==> config.mk <==
export PLATFORM = sky130hd
export DESIGN_NAME = led_pattern_engine
export DESIGN_NICKNAME = d
export VERILOG_FILES = /design/src/rtl/led_pattern_engine.sv
export SDC_FILE = /design/constraint.sdc
export NUM_CORES = 1
export LEC_CHECK = 0
export ABC_AREA = 1
export CORE_MARGIN = 5
export CORE_UTILIZATION = 45
export DETAILED_ROUTE_END_ITERATION = 7
export SLEW_MARGIN = 10
export SYNTH_ARGS = -nofsm -noshare
export SYNTH_HDL_FRONTEND = slang
export SYNTH_SLANG_ARGS = --single-unit
==> constraint.sdc <==
create_clock -name clk -period 1.8 [get_ports clk]
set_input_delay 0.36 -clock clk [delete_from_list [all_inputs] [get_ports clk]]
set_output_delay 0.36 -clock clk [all_outputs]
set_load 0.05 [all_outputs]
==> src/rtl/led_pattern_engine.sv <==
// LED pattern engine: key-driven mode/speed/pause control over four pattern generators.
// Optional macro LED_PWM_EN adds a 2-bit brightness register and 16-step PWM dimming of the LEDs.
module led_pattern_engine #(
  parameter int unsigned TICK_DIV = 5000000
) (
  input  logic       clk,
  input  logic       reset,
  input  logic [2:0] key_status,
  output logic [3:0] led,
  output logic [1:0] mode,
  output logic       paused
);

  localparam int unsigned TICK_W = $clog2(TICK_DIV);
  localparam logic [2:0]  KEY_SHORT  = 3'd1;
  localparam logic [2:0]  KEY_LONG   = 3'd2;
  localparam logic [2:0]  KEY_DOUBLE = 3'd3;

  logic [2:0]        r_prev_key;
  logic [TICK_W-1:0] r_tick;
  logic [1:0]        r_step;
  logic [1:0]        r_speed;
  logic [1:0]        r_mode;
  logic              r_paused;
  logic [3:0]        r_pattern;
  logic [3:0]        r_led;

  logic              w_accept;
  logic              w_tick;
  logic              w_step_fire;
  logic [1:0]        w_period_m1;
  logic [3:0]        w_led_mask;
  logic [TICK_W-1:0] w_tick_nx;
  logic [1:0]        w_step_nx;
  logic [1:0]        w_speed_nx;
  logic [1:0]        w_mode_nx;
  logic              w_paused_nx;
  logic [3:0]        w_pattern_nx;

  function automatic logic [3:0] init_pattern(input logic [1:0] m);
    case (m)
      2'd1:    return 4'b0001;
      2'd2:    return 4'b1111;
      default: return 4'b0000;
    endcase
  endfunction

  function automatic logic [3:0] step_pattern(input logic [1:0] m, input logic [3:0] p);
    case (m)
      2'd1:    return {p[2:0], p[3]};
      2'd2:    return ~p;
      2'd3:    return p + 4'd1;
      default: return p;
    endcase
  endfunction

  // Only a rising edge out of idle counts as a key event.
  assign w_accept    = (key_status != 3'd0) && (r_prev_key == 3'd0);
  assign w_tick      = !r_paused && (r_tick == TICK_W'(TICK_DIV - 1));
  assign w_period_m1 = (r_speed == 2'd0) ? 2'd3 : ((r_speed == 2'd1) ? 2'd1 : 2'd0);
  assign w_step_fire = w_tick && (r_step == w_period_m1);

  // Step first, then let the event override; a mode change reload wins over the step.
  always_comb begin
    w_tick_nx    = r_tick;
    w_step_nx    = r_step;
    w_speed_nx   = r_speed;
    w_mode_nx    = r_mode;
    w_paused_nx  = r_paused;
    w_pattern_nx = r_pattern;
    if (!r_paused) begin
      if (w_tick) begin
        w_tick_nx = '0;
        if (w_step_fire) begin
          w_step_nx    = 2'd0;
          w_pattern_nx = step_pattern(r_mode, r_pattern);
        end else begin
          w_step_nx = r_step + 2'd1;
        end
      end else begin
        w_tick_nx = r_tick + TICK_W'(1);
      end
    end
    if (w_accept) begin
      case (key_status)
        KEY_SHORT: begin
          w_mode_nx    = r_mode + 2'd1;
          w_pattern_nx = init_pattern(w_mode_nx);
          w_tick_nx    = '0;
          w_step_nx    = 2'd0;
        end
        KEY_LONG: begin
          w_speed_nx = (r_speed == 2'd2) ? 2'd0 : r_speed + 2'd1;
          w_tick_nx  = '0;
          w_step_nx  = 2'd0;
        end
        KEY_DOUBLE: w_paused_nx = !r_paused;
        default: ;
      endcase
    end
  end

`ifdef LED_PWM_EN
  localparam logic [2:0] KEY_BRIGHT = 3'd4;
  logic [1:0] r_bright;
  logic [3:0] r_pwm;

  // Duty of 4*(brightness+1) out of 16 PWM slots.
  assign w_led_mask = ({1'b0, r_pwm} < ({1'b0, r_bright, 2'b00} + 5'd4)) ? 4'hF : 4'h0;

  always_ff @(posedge clk) begin
    if (reset) begin
      r_bright <= 2'd3;
      r_pwm    <= 4'd0;
    end else begin
      r_pwm <= r_pwm + 4'd1;
      if (w_accept && (key_status == KEY_BRIGHT)) r_bright <= r_bright - 2'd1;
    end
  end
`else
  assign w_led_mask = 4'hF;
`endif

  always_ff @(posedge clk) begin
    if (reset) begin
      r_prev_key <= 3'd0;
      r_tick     <= '0;
      r_step     <= 2'd0;
      r_speed    <= 2'd0;
      r_mode     <= 2'd0;
      r_paused   <= 1'b0;
      r_pattern  <= 4'd0;
      r_led      <= 4'd0;
    end else begin
      r_prev_key <= key_status;
      r_tick     <= w_tick_nx;
      r_step     <= w_step_nx;
      r_speed    <= w_speed_nx;
      r_mode     <= w_mode_nx;
      r_paused   <= w_paused_nx;
      r_pattern  <= w_pattern_nx;
      r_led      <= r_pattern & w_led_mask;
    end
  end

  assign led    = r_led;
  assign mode   = r_mode;
  assign paused = r_paused;

endmodule

# Word level (Yosys, flattened, before mapping)

Cells that the tools add are included.

$add $sub $neg: 5
$mul: 0
Div/mod/pow operators: 0
$lt $le $gt $ge: 0
Eq/ne operators: 12
Shift-type cells: 0
Muxes and demuxes: 19
Bitwise gates (word level): 1
Reduce and logical (&&, ||, !) cells: 11

Operators by type and width:

| operator                                      | number |
|---|---|
| 2-to-1 mux 23 bit                             | 4 |
| adder 23 x 1 -> 23 bit, second input constant | 1 |
| == test 23 bit, second input constant         | 1 |
| 2-to-1 mux 4 bit                              | 5 |
| 2-to-1 mux 2 bit                              | 7 |
| case mux 4 bit (3 select lines)               | 1 |
| == test 2 bit, second input constant          | 4 |
| case mux 4 bit (2 select lines)               | 1 |
| adder 2 x 1 -> 2 bit, second input constant   | 3 |
| == test 2 x 1 -> 1 bit, second input constant | 3 |
| == test 3 x 2 -> 1 bit, second input constant | 2 |
| AND reduction 2 bit                           | 3 |
| adder 4 x 1 -> 4 bit, second input constant   | 1 |
| NOT 4 bit                                     | 1 |
| == test 3 x 1 -> 1 bit, second input constant | 1 |
| logical AND 1 bit                             | 3 |
| zero test 3 bit                               | 1 |
| nonzero test 3 bit                            | 1 |
| == test 2 bit                                 | 1 |
| zero test 2 bit                               | 1 |
| OR reduction 2 bit                            | 1 |
| zero test 1 bit                               | 1 |
| 2-to-1 mux 1 bit                              | 1 |

Bits in registers: 41
Latch bits: 0
RAM bits: 0
Bits in read-only memories: 0
Input bits: 5
Output and inout port bits: 7
Memories kept: 0

# Longest topological paths before layout

Gate-level depths: netlist (run 1).

Word-level depth: 10
Gate-level depth with buffers: 10

# Worst setup path before layout (run 1)

OpenSTA, ideal clock, no wires.

Kind: register to register
Start point: register r_mode[0] (netlist: mode[0])
End point: register r_pattern[1]
Setup time: 114 ps
Arrival time: 1633 ps
Path slack: 54 ps
Stages on the path, launching flop included: 8
Path buffers: 0
Clock period less this slack: 1746 ps
Cells stage by stage: dfxtp_1 -> inv_1 -> ha_1 -> a22o_1 -> a21oi_1 -> nor2_1 -> o21bai_1 -> inv_1

Cells in the longest elaborated chain, start to end: 7

Ends and longest elaborated chain:

| element                                                        | line | RTL |
|---|---|---|
| start, declared                                                | 23   | `logic [1:0] r_mode;` |
| start signal, assigned                                         | 139  | `r_mode <= w_mode_nx;` |
| == test 2 bit / == test 2 x 1 -> 1 bit (equally long branches) | 49   | `case (m)` |
| case mux 4 bit (3 select lines)                                | 49   |  |
| 2-to-1 mux 4 bit                                               | 74   | `if (w_step_fire) begin` |
| 2-to-1 mux 4 bit                                               | 72   | `if (w_tick) begin` |
| 2-to-1 mux 4 bit                                               | 71   | `if (!r_paused) begin` |
| 2-to-1 mux 4 bit                                               | 85   | `case (key_status)` |
| 2-to-1 mux 4 bit *                                             | 84   | `if (w_accept) begin` |
| end signal, assigned                                           | 141  | `r_pattern <= w_pattern_nx;` |
| end, declared                                                  | 25   | `logic [3:0] r_pattern;` |

Every way passes the cells marked *; elsewhere a longest branch is shown, timed or not.
A chain may end at the register's enable or synchronous reset.

# Worst setup path after layout (run 1)

Start point: register r_led[2] (netlist: led[2])
End point: output port led[2]

RTL lines:

| element                | line | RTL |
|---|---|---|
| start, declared        | 26   | `logic [3:0] r_led;` |
| start signal, assigned | 142  | `r_led <= r_pattern & w_led_mask;` |
| end, declared          | 9    | `output logic [3:0] led,` |

No word-level cell between the ends.

==> results of run 1 <==
-- cell type report --
cell class,instances,area (um^2)
Clock buffer,7,96.3
Inverter,47,181
Fill cell,454,2120
Tap cell,67,83.8
Sequential cell,41,821
Multi-Input combinational cell,220,1230
Timing Repair Buffer,26,248
Clock inverter,1,5.00
-- metal layers --
| metal | vias up | share of wire (%) | track usage, % | wire [um] |
|---|---|---|---|---|
| met1 | 798 | 55 | 23.6 | 2520 |
| met4 | 0 | 1.4 | 6.59 | 66 |
| met5 | - | 0 | 0 | 0 |
| met2 | 46 | 38 | 21.0 | 1760 |
| li1 | 1064 | - | - | - |
| met3 | 6 | 5.5 | 2.66 | 254 |
-- cell usage in the layout, fill, tap and decap left out, types with 6 or more instances in the layout --
cell type	count
nand3_1	22
clkdlybuf4s50_1	6
a21oi_1	16
nor2_1	41
clkbuf_8	7
buf_4	17
nand4_1	10
nand2_1	62
nor2_2	8
o21ai_0	10
ha_1	7
inv_1	42
dfxtp_1	41
-- path summary, 6_finish.rpt --
kind,from,to,slack (ps),cells past startpoint
worst max-delay path,led[2]$_SDFF_PP0_,led[2],50,1
worst min-delay path,r_speed[0]$_SDFFE_PP0P_,r_speed[0]$_SDFFE_PP0P_,480,2
worst max register to register,r_tick[0]$_SDFF_PP0_,r_tick[15]$_SDFF_PP0_,150,8
worst min register to register,r_speed[0]$_SDFFE_PP0P_,r_speed[0]$_SDFFE_PP0P_,480,2
-- Yosys cell counts, drive strengths merged --
cell type,number
nor2,54
nor3,8
and3,1
nand4,10
o211a,2
and2,1
clkbuf,1
nor4,1
inv,47
o21ai,13
a22o,1
dfxtp,41
buf,2
xor2,4
nor3b,7
nand2,66
xnor2,1
a22oi,1
ha,7
a21oi,16
nand3,25
a211oi,1
o21bai,1
-- what timing repair did --
action | in CTS | in global routing
resized for setup | 0 | 1
setup buffers | 0 | 0
setup endpoints to repair | 0 | 9
-- report_power, final --
| part | leakage (nW) | total [mW] | switching [mW] | internal [mW] |
|---|---|---|---|---|
| Clock | 0.0542 | 0.659 | 0.313 | 0.347 |
| Sequential | 0.332 | 0.944 | 0.0178 | 0.926 |
| Combinational | 0.798 | 0.160 | 0.0886 | 0.0714 |
| Total | 1.18 | 1.76 | 0.419 | 1.34 |
-- cells by family after synthesis --
kind of cell | synth area share (%)
fa+ha+maj | 3.89
flops | 36.4
compound gates | 8.72
buf+inv | 9.22
xor+xnor | 1.94
simple gates | 39.8
-- registers in the layout, indices dropped and copies added (netlist names) --
name	cells
r_tick	23
led	4
r_pattern	4
r_prev_key	3
mode	2
r_speed	2
r_step	2
paused	1
-- per-stage QoR --
step | instance area (um^2) | setup TNS, ps
3_3_place_gp | 2560 | -24.7
3_5_place_dp | 2560 | -351
4_1_cts | 2660 | 0
5_1_grt | 2660 | 0
6_report | 2660 | 0
2_1_floorplan | 2250 | 0
==> results.json, run 1 <==
{
  "dp_slack_ps": -111,
  "hold_slack_ps": 476,
  "cts-buffers-inserted": 5,
  "num_vias": 1914,
  "grt_pass1_wl_um": 7860,
  "core_mm2": 0.00479,
  "ys_types": 35,
  "antenna_cells": 0,
  "startpoint_type": "flip-flop",
  "setup_viol": 0,
  "required_ps": 1440,
  "max_cap_viol_count": 0,
  "clock-sinks": 41,
  "syn_area_mm2": 0.00225,
  "vdd_drop_max_v": 0.000318,
  "syn_inst": 311,
  "yosysWarningCount": 0,
  "htreeDepth": 2,
  "synth_area_leaders": "dfxtp_1 (36%), nand2_1 (10%), inv_1 (7.0%)",
  "num_rows": 25,
  "ctsLongestPathBuffers": 2,
  "fmax_mhz": 573,
  "p_leak_nw": 1.18,
  "rsz0062_at_grt": "false",
  "crit_path_end_kind": "output port",
  "io_pins": 12,
  "finClkSkew_ps": 4.61,
  "areaGrowthSynthToFinish_pct": 18.2,
  "worst_pin_slew_ps": 490,
  "path_clk_slew_ps": 80,
  "cp.arrival_ps": 1390,
  "cp_slowest_stage_delay_ps": 790,
  "portBuffers": 11,
  "drv_slew": 0,
  "die_area_mm2": 0.00652,
  "drtPass1Iterations": 4,
  "syn_area_per_cell_um2": 7.24,
  "worst_slack_ps": 53.6,
  "hold_path_class": "flip-flop to flip-flop",
  "drtAntennaViolNets": 0,
  "postCtsHoldBufs": 0,
  "first_iter_violations": 153,
  "wl_per_cell_um": 11.2,
  "route.detailed.drc": 0,
  "grt.total_usage_pct": 15.5,
  "worstPathCellList": "clkdlybuf4s50_1",
  "max_slew_margin_pct": 67.2,
  "start_util_pct": 47.1,
  "final_nets": 353,
  "grt_pass1_vias": 1697,
  "instances_no_fill": 409,
  "crit_slowest_cell": "clkdlybuf4s50_1",
  "ys_ff_latch": 41,
  "total_power_mw": 1.76,
  "cts_tree": "done",
  "netlist.area_leader.share_pct": 36.4,
  "period_share_pct": 97.0,
  "synth_top_area_cell": "dfxtp_1",
  "place_hpwl_um": 3550,
  "power_density_mw_per_mm2": 663,
  "routed_wl_um": 4600,
  "antenna_found_initial": 0,
  "finalHoldViolCount": 0,
  "status": "completed",
  "place_inst": 401,
  "syn_nets": 323,
  "min_period_ps": 1750,
  "grt_max_degree": 13,
  "die_w_um": 80.7,
  "ys_seq_area_share_pct": 36.4,
  "path_buf_inv": 1,
  "path_delay_family": "buffers and inverters",
  "post-route-util_pct": 55.6,
  "root_buffer": "clkbuf_8",
  "critPathKind": "flip-flop to output port",
  "drive_above_1_share_pct": 17.8,
  "clock_latency_ps": 290,
  "gp_congestion": 0.892,
  "cp_max_fo": 1,
  "grt_overflow": 0,
  "vias_per_cell": 4.68,
  "die_h_um": 80.7
}
Note: power is estimated with default switching activity, not from simulation.
==> run 2, diff against run 1 <==
--- a/config.mk
+++ b/config.mk
@@ -9,6 +9,7 @@
 export CORE_MARGIN = 5
 export CORE_UTILIZATION = 45
 export DETAILED_ROUTE_END_ITERATION = 7
+export SKIP_LAST_GASP = 1
 export SLEW_MARGIN = 10
 export SYNTH_ARGS = -nofsm -noshare
 export SYNTH_HDL_FRONTEND = slang
==> results of run 2 <==
Final layout, timing and power as in run 1 (identical DEF).
==> run 3, diff against run 2 <==
--- a/config.mk
+++ b/config.mk
@@ -7,8 +7,9 @@
 export LEC_CHECK = 0
 export ABC_AREA = 1
 export CORE_MARGIN = 5
-export CORE_UTILIZATION = 45
+export CORE_UTILIZATION = 59
 export DETAILED_ROUTE_END_ITERATION = 7
+export PLACE_DENSITY = 0.79
 export SKIP_LAST_GASP = 1
 export SLEW_MARGIN = 10
 export SYNTH_ARGS = -nofsm -noshare
==> run 3 against run 2 <==
- die area decreased by 21%
- sequential share of layout area grew 0.79 points
- total power decreased by 3.3%
- clock power decreased by 7.3%
- critical path type is now flip-flop to flip-flop
- largest cell class unchanged
- clock skew grew 2.5 ps
- sequential power about the same
- routed wire length increased by 5.8%
- via count is 5.2% higher
- count of clock-buffer cells in the layout unchanged
- worst setup slack improved by 8.1 ps
- register-to-register slack got worse by 90 ps
- largest power group unchanged
==> results.json, run 3 (synthesis gave the netlist of run 1 again) <==
{
  "worstPathCellList": "ha_1 -> nand3_1 -> nor2_1 -> nand3_2 -> nor2_8 -> nand2_4 -> nand2_1 -> nand2_1 -> o21bai_1 -> inv_1",
  "cp_slowest_stage_delay_ps": 390,
  "finalHoldViolCount": 0,
  "num_rows": 22,
  "cts-buffers-inserted": 5,
  "drtAntennaViolNets": 0,
  "first_iter_violations": 212,
  "total_power_mw": 1.70,
  "routed_wl_um": 4860,
  "io_pins": 12,
  "final_cell_mix": "nand2_1 (62), inv_1 (42), nor2_1 (42)",
  "dp_slack_ps": -117,
  "htreeDepth": 2,
  "clock_latency_ps": 300,
  "final_common_cell": "nand2_1",
  "place_hpwl_um": 3660,
  "startpoint_type": "flip-flop",
  "fmax_mhz": 575,
  "grt_pass1_wl_um": 8470,
  "vias_per_cell": 5.23,
  "die_h_um": 71.8,
  "vdd_drop_max_v": 0.000421,
  "start_util_pct": 61.1,
  "rsz0062_at_grt": "true",
  "post-route-util_pct": 70.4,
  "drtPass1Iterations": 6,
  "crit_slowest_cell": "dfxtp_1",
  "p_leak_nw": 1.19,
  "hold_path_class": "flip-flop to flip-flop",
  "largest-register": "r_tick",
  "status": "completed",
  "fin_setup_tns_ps": 0,
  "path_clk_slew_ps": 70,
  "grt.total_usage_pct": 20.5,
  "cts_tree": "done",
  "min_period_ps": 1740,
  "core_mm2": 0.00369,
  "areaGrowthSynthToFinish_pct": 15.2,
  "route.detailed.drc": 0,
  "fill_cells": 323,
  "cp.arrival_ps": 1930,
  "critPathKind": "flip-flop to flip-flop",
  "num_vias": 2014,
  "period_share_pct": 96.6,
  "drive_above_1_share_pct": 16.0,
  "worst_pin_slew_ps": 503,
  "required_ps": 1990,
  "drv_slew": 0,
  "max_slew_margin_pct": 66.4,
  "die_w_um": 71.8,
  "antenna_found_initial": 0,
  "path_delay_family": "simple AND/OR/NAND/NOR gates",
  "gp_congestion": 0.925,
  "max_cap_viol_count": 0,
  "largest_register_ff_count": 23,
  "path_buf_inv": 1,
  "ctsLongestPathBuffers": 2,
  "antenna_cells": 0,
  "finClkSkew_ps": 7.08,
  "die_area_mm2": 0.00515,
  "worst_slack_ps": 61.7,
  "crit_path_frequent_cell": "nand2_1",
  "grt_max_degree": 13,
  "setup_viol": 0,
  "crit_path_end_kind": "flip-flop",
  "grt_pass1_vias": 1886,
  "hold_slack_ps": 481,
  "final_nets": 349,
  "grt_overflow": 0,
  "clock-sinks": 41,
  "wl_per_cell_um": 12.6,
  "root_buffer": "clkbuf_8",
  "power_density_mw_per_mm2": 657,
  "portBuffers": 11,
  "cp_max_fo": 6
}
==> run 3: cell types whose count changed in the layout (fill, tap and decap cells not counted) <==
cell	delta
nor2_2	-1
nor2_1	+1
dlymetal6s2s_1	+2
clkinv_2	-1
clkbuf_8	-1
clkdlybuf4s50_1	-2
buf_4	-4
clkbuf_1	+1
==> run 3: report_power, final <==
group	leakage (nW)	switching [mW]	internal, mW
Clock	0.0443	0.307	0.304
Combinational	0.814	0.0866	0.0605
Sequential	0.332	0.0196	0.926
Total	1.19	0.413	1.29
==> run 3: area by class of cell <==
cell class / count / area, um^2 / area share [%]
Clock buffer: 7 / 86.3 / 3.33
Multi-Input combinational cell: 220 / 1220 / 47.2
Tap cell: 48 / 60.1 / 2.31
Inverter: 47 / 181 / 6.99
Timing Repair Buffer: 22 / 223 / 8.58
Sequential cell: 41 / 821 / 31.6
==> run 3: timing repair <==
action                                  in CTS  in global routing
hold buffers                                 0                  0
resized for setup                            0                  2
setup buffers                                0                  1
endpoints found under the setup margin       0                  3
==> run 3: path summary, 6_finish.rpt <==
| path | start | end | slack (ps) | cells past startpoint |
|---|---|---|---|---|
| min reg2reg | r_pattern[2]$_SDFF_PP0_ | led[2]$_SDFF_PP0_ | 480 | 2 |
| min | r_pattern[2]$_SDFF_PP0_ | led[2]$_SDFF_PP0_ | 480 | 2 |
| max | r_tick[1]$_SDFF_PP0_ | r_pattern[1]$_SDFF_PP0_ | 60 | 10 |
| max reg2reg | r_tick[1]$_SDFF_PP0_ | r_pattern[1]$_SDFF_PP0_ | 60 | 10 |
==> run 3: worst min-delay path: stages, from the launching register on <==
cell,delay [ps]
dfxtp_1,350
inv_1,60
nor2_1,30
==> run 3: through the flow <==
step / instance area, um^2 / instances
global placement: 2480 / 377
global route: 2590 / 385
detailed placement: 2480 / 377
floorplan: 2250 / 311
CTS: 2570 / 384
finish: 2590 / 385
==> run 3: routing by layer <==
| metal | track usage, % | routed length [um] | vias to the layer above |
|---|---|---|---|
| met3 | 4.63 | 334 | 14 |
| met4 | 8.14 | 116 | 0 |
| met2 | 31.6 | 2140 | 76 |
| li1 | - | - | 1050 |
| met1 | 27.7 | 2270 | 874 |
| met5 | 0 | 0 | - |
